File: src/rtl/modsq_iter_ctrl_if.sv
// Handshake/data bundle between the iteration controller and its environment
// (command source, modular squarer, result consumer).
// Ports: slave = controller side, master = environment side.
interface modsq_iter_ctrl_if #(
    parameter int NUM_ELEMENTS = 21,
    parameter int BIT_LEN      = 51,
    parameter int WORD_LEN     = 50,
    parameter int ITER_W       = 64
) ();
    // command channel
    logic                                 cmd_valid;
    logic                                 cmd_ready;
    logic [ITER_W-1:0]                    cmd_iters;
    logic                                 abort;
    // squarer side
    logic                                 sq_start;
    logic                                 sq_valid;
    logic [NUM_ELEMENTS-1:0][BIT_LEN-1:0] sq_result;
    // status
    logic [ITER_W-1:0]                    iter_count;
    logic                                 busy;
    // result stream
    logic                                 res_valid;
    logic                                 res_ready;
    logic [WORD_LEN-1:0]                  res_word;
    logic                                 res_last;
    logic [1:0]                           res_carry;

    modport slave (
        input  cmd_valid, cmd_iters, abort, sq_valid, sq_result, res_ready,
        output cmd_ready, sq_start, iter_count, busy,
               res_valid, res_word, res_last, res_carry
    );

    modport master (
        output cmd_valid, cmd_iters, abort, sq_valid, sq_result, res_ready,
        input  cmd_ready, sq_start, iter_count, busy,
               res_valid, res_word, res_last, res_carry
    );
endinterface

File: src/rtl/modsq_iter_ctrl.sv
// Runs a modular squarer for a requested number of iterations, snapshots the
// redundant-digit result and streams it out as carry-normalized words.
// Ports: clk, reset (sync, active-high), bus (modsq_iter_ctrl_if.slave).
module modsq_iter_ctrl #(
    parameter int NUM_ELEMENTS = 21,
    parameter int BIT_LEN      = 51,
    parameter int WORD_LEN     = 50,
    parameter int ITER_W       = 64
) (
    input  logic             clk,
    input  logic             reset,
    modsq_iter_ctrl_if.slave bus
);
    localparam int             K_W    = (NUM_ELEMENTS > 1) ? $clog2(NUM_ELEMENTS) : 1;
    localparam logic [K_W-1:0] K_LAST = K_W'(NUM_ELEMENTS - 1);

    typedef enum logic [1:0] {IDLE, ARM, RUN, OUT} state_t;

    state_t                               state;
    logic [ITER_W-1:0]                    target;
    logic [ITER_W-1:0]                    iter_count;
    logic [NUM_ELEMENTS-1:0][BIT_LEN-1:0] snapshot;
    logic [K_W-1:0]                       k;
    logic [1:0]                           carry;
    logic                                 sq_start;
    logic                                 busy;
    logic                                 res_valid;

    logic [ITER_W-1:0]                    iter_next;
    logic [BIT_LEN:0]                     sum;
    logic                                 last_word;

    // The snapshot is shifted down one digit per transfer, so the word being
    // presented always comes from digit 0. Output data is a pure function of
    // registers and cannot change while a transfer is stalled.
    always_comb begin
        iter_next = iter_count + ITER_W'(1);
        sum       = {1'b0, snapshot[0]} + {{(BIT_LEN-1){1'b0}}, carry};
        last_word = (k == K_LAST);
    end

    assign bus.cmd_ready  = (state == IDLE) && !reset;
    assign bus.sq_start   = sq_start;
    assign bus.iter_count = iter_count;
    assign bus.busy       = busy;
    assign bus.res_valid  = res_valid;
    assign bus.res_word   = sum[WORD_LEN-1:0];
    assign bus.res_carry  = sum[WORD_LEN+1:WORD_LEN];
    assign bus.res_last   = res_valid && last_word;

    always_ff @(posedge clk) begin
        if (reset) begin
            state      <= IDLE;
            target     <= '0;
            iter_count <= '0;
            snapshot   <= '0;
            k          <= '0;
            carry      <= '0;
            sq_start   <= 1'b0;
            busy       <= 1'b0;
            res_valid  <= 1'b0;
        end else begin
            sq_start <= 1'b0;
            case (state)
                IDLE: begin
                    // abort is deliberately not looked at here
                    if (bus.cmd_valid) begin
                        target     <= (bus.cmd_iters == '0) ? ITER_W'(1) : bus.cmd_iters;
                        iter_count <= '0;
                        sq_start   <= 1'b1;
                        busy       <= 1'b1;
                        state      <= ARM;
                    end
                end
                ARM: begin
                    // sq_valid may still be asserted by the previous job; wait
                    // for it to drop once before trusting it.
                    if (bus.abort) begin
                        busy  <= 1'b0;
                        state <= IDLE;
                    end else if (!bus.sq_valid) begin
                        state <= RUN;
                    end
                end
                RUN: begin
                    if (bus.abort) begin
                        busy  <= 1'b0;
                        state <= IDLE;
                    end else if (bus.sq_valid) begin
                        iter_count <= iter_next;
                        if (iter_next == target) begin
                            snapshot  <= bus.sq_result;
                            k         <= '0;
                            carry     <= '0;
                            res_valid <= 1'b1;
                            state     <= OUT;
                        end
                    end
                end
                OUT: begin
                    if (bus.abort) begin
                        res_valid <= 1'b0;
                        busy      <= 1'b0;
                        state     <= IDLE;
                    end else if (bus.res_ready) begin
                        if (last_word) begin
                            res_valid <= 1'b0;
                            busy      <= 1'b0;
                            state     <= IDLE;
                        end else begin
                            k        <= k + K_W'(1);
                            carry    <= sum[WORD_LEN+1:WORD_LEN];
                            snapshot <= snapshot >> BIT_LEN;
                        end
                    end
                end
                default: state <= IDLE;
            endcase
        end
    end
endmodule
File: src/flat_wrapper.sv
// flat-port wrapper written by rule: the top's interface ports become plain ports
module modsq_iter_ctrl_flat 
#(
    parameter int NUM_ELEMENTS = 21,
    parameter int BIT_LEN      = 51,
    parameter int WORD_LEN     = 50,
    parameter int ITER_W       = 64
)
  (clk, reset, bus_cmd_valid, bus_cmd_iters, bus_abort, bus_sq_valid, bus_sq_result, bus_res_ready, bus_cmd_ready, bus_sq_start, bus_iter_count, bus_busy, bus_res_valid, bus_res_word, bus_res_last, bus_res_carry);
  modsq_iter_ctrl_if #(.NUM_ELEMENTS(NUM_ELEMENTS), .BIT_LEN(BIT_LEN), .WORD_LEN(WORD_LEN), .ITER_W(ITER_W)) bus_i ();
  input  logic clk;
  input  logic reset;
  input wire logic [$bits(bus_i.cmd_valid)-1:0] bus_cmd_valid;
  input wire logic [$bits(bus_i.cmd_iters)-1:0] bus_cmd_iters;
  input wire logic [$bits(bus_i.abort)-1:0] bus_abort;
  input wire logic [$bits(bus_i.sq_valid)-1:0] bus_sq_valid;
  input wire logic [$bits(bus_i.sq_result)-1:0] bus_sq_result;
  input wire logic [$bits(bus_i.res_ready)-1:0] bus_res_ready;
  output wire logic [$bits(bus_i.cmd_ready)-1:0] bus_cmd_ready;
  output wire logic [$bits(bus_i.sq_start)-1:0] bus_sq_start;
  output wire logic [$bits(bus_i.iter_count)-1:0] bus_iter_count;
  output wire logic [$bits(bus_i.busy)-1:0] bus_busy;
  output wire logic [$bits(bus_i.res_valid)-1:0] bus_res_valid;
  output wire logic [$bits(bus_i.res_word)-1:0] bus_res_word;
  output wire logic [$bits(bus_i.res_last)-1:0] bus_res_last;
  output wire logic [$bits(bus_i.res_carry)-1:0] bus_res_carry;
  assign bus_i.cmd_valid = bus_cmd_valid;
  assign bus_i.cmd_iters = bus_cmd_iters;
  assign bus_i.abort = bus_abort;
  assign bus_i.sq_valid = bus_sq_valid;
  assign bus_i.sq_result = bus_sq_result;
  assign bus_i.res_ready = bus_res_ready;
  assign bus_cmd_ready = bus_i.cmd_ready;
  assign bus_sq_start = bus_i.sq_start;
  assign bus_iter_count = bus_i.iter_count;
  assign bus_busy = bus_i.busy;
  assign bus_res_valid = bus_i.res_valid;
  assign bus_res_word = bus_i.res_word;
  assign bus_res_last = bus_i.res_last;
  assign bus_res_carry = bus_i.res_carry;
  modsq_iter_ctrl #(.NUM_ELEMENTS(NUM_ELEMENTS), .BIT_LEN(BIT_LEN), .WORD_LEN(WORD_LEN), .ITER_W(ITER_W)) u_core (.clk(clk), .reset(reset), .bus(bus_i));
endmodule
File: config.mk
export PLATFORM = sky130hd
export DESIGN_NAME = modsq_iter_ctrl_flat
export DESIGN_NICKNAME = d
export VERILOG_FILES = /design/src/rtl/modsq_iter_ctrl_if.sv /design/src/rtl/modsq_iter_ctrl.sv /design/src/flat_wrapper.sv
export SDC_FILE = /design/constraint.sdc
export NUM_CORES = 2
export LEC_CHECK = 0
export BUFFER_PORTS_ARGS = -buffer_cell sky130_fd_sc_hd__clkbuf_2
export CAP_MARGIN = 25
export CORE_AREA = 2 2 485 487
export CTS_BUF_LIST = sky130_fd_sc_hd__clkbuf_4 sky130_fd_sc_hd__clkbuf_8 sky130_fd_sc_hd__clkbuf_16
export DETAILED_ROUTE_END_ITERATION = 8
export DIE_AREA = 0 0 487 489
export GPL_TIMING_DRIVEN = 0
export MAX_ROUTING_LAYER = met4
export PLACE_DENSITY_LB_ADDON = 0.05
export SKIP_LAST_GASP = 1
export SYNTH_ARGS = -nofsm -noshare
export SYNTH_HDL_FRONTEND = slang
export SYNTH_SLANG_ARGS = --single-unit
File: constraint.sdc
create_clock -name clk -period 4.95 [get_ports clk]
set_clock_uncertainty 0.1 [all_clocks]
set_input_delay 0.2475 -clock clk [delete_from_list [all_inputs] [get_ports clk]]
set_output_delay 0.2475 -clock clk [all_outputs]
set_load 0.05 [all_outputs]
# Word level (Yosys, flattened, before mapping)
# Index checks and enable logic that the tools add are counted.
[classes]
n_addsub = 3
n_eq_ne = 18
mux = 47
bitwise = 1
reduce_logical = 15
[op_table]
columns = ["op", "count"]
rows = [
  ["$mux 1071", 6],
  ["$pmux 1071 s2", 1],
  ["$mux 64", 4],
  ["$pmux 64 s2", 1],
  ["$add 64x1->64 const B", 1],
  ["$eq 64x64->1", 1],
  ["$logic_not 64->1", 1],
  ["$add 51x2->52", 1],
  ["$mux 2", 15],
  ["$mux 5", 6],
  ["$ne 2x2->1 const B", 6],
  ["$reduce_and 6->1", 2],
  ["$pmux 5 s2", 1],
  ["$mux 1", 9],
  ["$ne 3x3->1 const B", 3],
  ["$pmux 2 s4", 1],
  ["$reduce_and 4->1", 2],
  ["$reduce_and 7->1", 1],
  ["$ne 3x2->1 const B", 2],
  ["$add 5x1->5 const B", 1],
  ["$eq 5x5->1 const B", 1],
  ["$eq 2x2->1 const B", 2],
  ["$ne 2x1->1 const B", 2],
  ["$pmux 2 s2", 1],
  ["other kinds (10)", 13],
]
[word_totals]
ff_bits = 1211
in_bits = 1141
output_inout_bits = 121
elab_cells = 113

# Longest topological paths before layout
[logic_depth]
word_depth = 6
mapped_depth = 17
mapped_depth_nobuf = 13

# Least setup slack after synthesis
# OpenSTA, ideal clock, no wires.
[synth_path]
kind = "register to register"
start = "register u_core.iter_count[0] (netlist: u_core.bus.iter_count[0])"
end = "register u_core.snapshot[0] (netlist name)"
arrival_time_ns = 4.273
setup_slack_ns = 0.431
path_stages_with_launch = 16
n_path_buf = 5
period_less_slack_ns = 4.519
path_cell_list = "dfxtp_1 -> ha_1 -> nand3_2 -> or4_1 -> buf_2 -> or3_1 -> and3b_1 -> nor4_1 -> nand4_1 -> nor4_4 -> a41o_1 -> buf_4 -> buf_2 -> buf_2 -> buf_4 -> a211oi_2"
[synth_via]
elab_chain_cells = 4
[synth_lines]
columns = ["element", "line", "text"]
rows = [
  ["start, declared", "modsq_iter_ctrl.sv:21", "logic [ITER_W-1:0] iter_count;"],
  ["start signal, assigned", "modsq_iter_ctrl.sv:90", "iter_count <= iter_next;"],
  ["$add 64x1->64", "modsq_iter_ctrl.sv:37", "iter_next = iter_count + ITER_W'(1);"],
  ["$eq 64x64->1", "modsq_iter_ctrl.sv:91", "if (iter_next == target) begin"],
  ["$ne 2x1->1 (no source line)", "--", ""],
  ["$reduce_and 7->1 (no source line)", "--", ""],
  ["end signal, assigned", "modsq_iter_ctrl.sv:92", "snapshot <= bus.sq_result;"],
  ["end signal, assigned", "modsq_iter_ctrl.sv:113", "snapshot <= snapshot >> BIT_LEN;"],
  ["end, declared", "modsq_iter_ctrl.sv:22", "logic [NUM_ELEMENTS-1:0][BIT_LEN-1:0] snapshot;"],
]
# Every way passes these cells.
# A chain may end at the register's enable or synchronous reset.

# Worst setup path in the final report
[layout_path]
start = "register u_core.iter_count[2] (netlist: u_core.bus.iter_count[2])"
end = "register u_core.snapshot[640] (netlist name)"
# The elaborated chain is that of the path after synthesis.

==> impl_metrics.toml <==
[run_status]
status = "complete, no violations"

[drt]
drcViolationCount = 0
wire_per_inst_um = 28.52
viasPerCell = 4.827
dr.pass1.iters = 6
drt-total-wl_um = 345600
vias = 58490
ant_nets = 0
drtIter0Drc = 3361

[placement]
place_ws_ns = -1.856
globalplace.congestion = 0.9201
placed_cell_area_mm2 = 0.06973
numPortBuffers = 1260
dp_hpwl_um = 276800

[synth]
synth_top_family_by_area = "compound AO/OA/AOI/OAI gates"
ys.warnings.count = 0
mappedNetlistArea_mm2 = 0.05909
synth.avg_cell_area_um2 = 9.648
synth_cell_types = 69
synth_compound_area_share_pct = 20.42
synth_edf_count = 0
seq_area_frac_synth_pct = 41.03
synth_xor_area_share_pct = 2.075
postSynth.topFlopCell = "dfxtp_1"
synth_fa_ha_area_share_pct = 0.2456
synthArstFlopShare_pct = 0
synth_nets = 7276
synthCells = 6124
yosys.area_share.simple_pct = 13.50
ys_ff_latch = 1211
muxShareOfSynthArea_pct = 17.31

[final_layout]
final_common_cell = "clkbuf_2"
nFillCells = 24180
syn_to_final_growth_pct = 49.75
nets = 9926
fin_area_mm2 = 0.08848
most-common-layout-cells = "clkbuf_2 (1272), dfxtp_1 (1202), dlygate4sd3_1 (1151), nor2_1 (1127), mux2i_1 (1022)"
drive_gt1_share_pct = 27.68

[clocking]
h-tree-depth = 4
root_buffer = "clkbuf_16"
cts_buffers = 159
cts.sinks = 1211
clk_latency_ns = 0.83
clk_pin_slew_ns = 0.06
clockBufferDepth = 3
cts_tree = "built"

[timing]
setup_viol = 0
fin_crit_sh_pct = 98.09
max_freq_mhz = 206.0
drv_slew = 0
relSlewSlack_pct = 26.13
finalHoldViolations = 0
setup_tns_ns = 0
setup_ws_ns = 0.09456
final.min_clock_period_ns = 4.855
tightestPinTransition_ns = 1.108

[floorplan]
ios = 1262
rows = 178
start_util_pct = 25.29
die_x_um = 487
die_h_um = 489
die_area_mm2 = 0.2381
core_mm2 = 0.2336

[worst_setup_path]
reg2regPathDepth = 18
crit_required_ns = 5.52
critPathMaxFanout = 10
crit_path_start_kind = "flip-flop"
criticalPathCategory = "reg -> reg"
end_kind = "flip-flop"
worstPathArrival_ns = 5.43

[global_routing]
grt_overflow_total = 0
grt_pass1_vias = 59450
grt_pass1_wl_um = 468100
grt_max_degree = 17
track_usage_pct = 28.65
grt_antenna_before_repair = 202

[power_and_ir_drop]
power_per_cell_area_mw_per_mm2 = 280.6
vdd_drop_max_v = 0.0002336
p_total_mw = 24.83
p_leak_nw = 31.13

[min_path]
hold_class = "in -> reg"
hold_path_depth = 3

[flow_run]
cap_violations = 0
==> logic make-up after synthesis <==
group                    count (synthesis)
buffers and inverters                  607
AO/OA/AOI/OAI                         1334
flip-flops                            1211
XOR/XNOR                               140
multiplexers                          1022
adder cells (fa/ha/maj)                 11
AND/OR/NAND/NOR                       1799
==> synth_stat cells (61+ instances only) <==
library cell  count  share of area, %
buf_4           104               1.3
a211oi_1        544               6.9
a21oi_1         150               1.3
dfxtp_1        1211                41
a211oi_2        480                10
nor2_1         1131               7.2
buf_2           102              0.86
nand2_1         253               1.6
nand4_1          61              0.65
clkbuf_1        316               2.0
mux2i_1        1022                17
xnor2_1         104               1.5
==> critical path, stage by stage (launching register included) <==
cell and delay [ns]:
dfxtp_4 0.39, buf_6 0.15, nand4_1 0.22, buf_6 0.20, or4_1 0.53, buf_6 0.17, nor4b_4 0.33, xnor2_1 0.13
nor4_2 0.44, nand4_1 0.21, nor4_4 0.27, buf_4 0.19, a41o_4 0.25, buf_12 0.16, buf_16 0.15, buf_16 0.18
buf_12 0.24, clkbuf_4 0.28, a211oi_1 0.11
==> routing by layer <==
metal	vias up	global-route usage, %	routed length, um	share of wire, %
li1	27820	-	-	-
met1	28390	34.95	148300	43
met2	1792	48.81	170100	49
met3	485	4.514	17210	5.0
met4	0	7.849	9966	2.9
met5	-	-	0	0
==> final cells by class <==
class                           count  area [um^2]  area share [%]
Antenna cell                      160        400.4          0.4525
Buffer                            572         3570           4.034
Clock buffer                      253         4969           5.615
Clock inverter                     31        387.9          0.4383
Inverter                           25        93.84          0.1061
Multi-Input combinational cell   4306        32040           36.21
Sequential cell                  1211        24260           27.42
Tap cell                         3060         3829           4.327
Timing Repair Buffer             2499        18940           21.40
==> power by group <==
part | leakage (nW) | switching [mW] | internal (mW) | total [mW]
clock | 2.70 | 4.91 | 7.14 | 12.0
sequential | 9.77 | 0.0659 | 9.82 | 9.89
combinational | 18.7 | 1.57 | 1.33 | 2.90
total | 31.1 | 6.54 | 18.3 | 24.8
==> metrics by stage <==
stage | hold slack (ns) | instances | util, %
3_3_place_gp | 0.3605 | 10440 | 29.63
6_report | 0.05999 | 12120 | 37.87
4_1_cts | 0.005947 | 11930 | 37.45
5_1_grt | 0.007952 | 12090 | 37.84
2_1_floorplan | 0.2835 | 6124 | -
3_5_place_dp | 0.3593 | 10470 | 29.85
==> final timing paths <==
path                            slack, ns                     start                   end
worst min-delay path                 0.06        bus_sq_result[425]  u_core.snapshot[425]
worst max register to register       0.09  u_core.bus.iter_count[2]  u_core.snapshot[640]
worst min register to register       0.37         u_core.target[40]     u_core.target[40]
worst max-delay path                 0.09  u_core.bus.iter_count[2]  u_core.snapshot[640]
==> timing repair <==
| item | in CTS | in global routing |
|---|---|---|
| hold buffers | 1151 | 0 |
| setup endpoints to repair | 1092 | 1083 |
| resized for setup | 163 | 73 |
| gates cloned | 2 | 2 |
| buffers inserted | 21 | 31 |
| endpoints found under the hold margin | 1139 | 0 |
| pin swaps | 20 | 20 |
==> state kept, by name, summed over array words and instances, names as in the netlist <==
signal and count:
u_core.bus.busy 1, u_core.bus.iter_count 64, u_core.bus.res_valid 1, u_core.bus.sq_start 1
u_core.carry 2, u_core.k 5, u_core.snapshot 1071, u_core.state 2
u_core.target 64
Note: power is estimated with default switching activity, not from simulation.
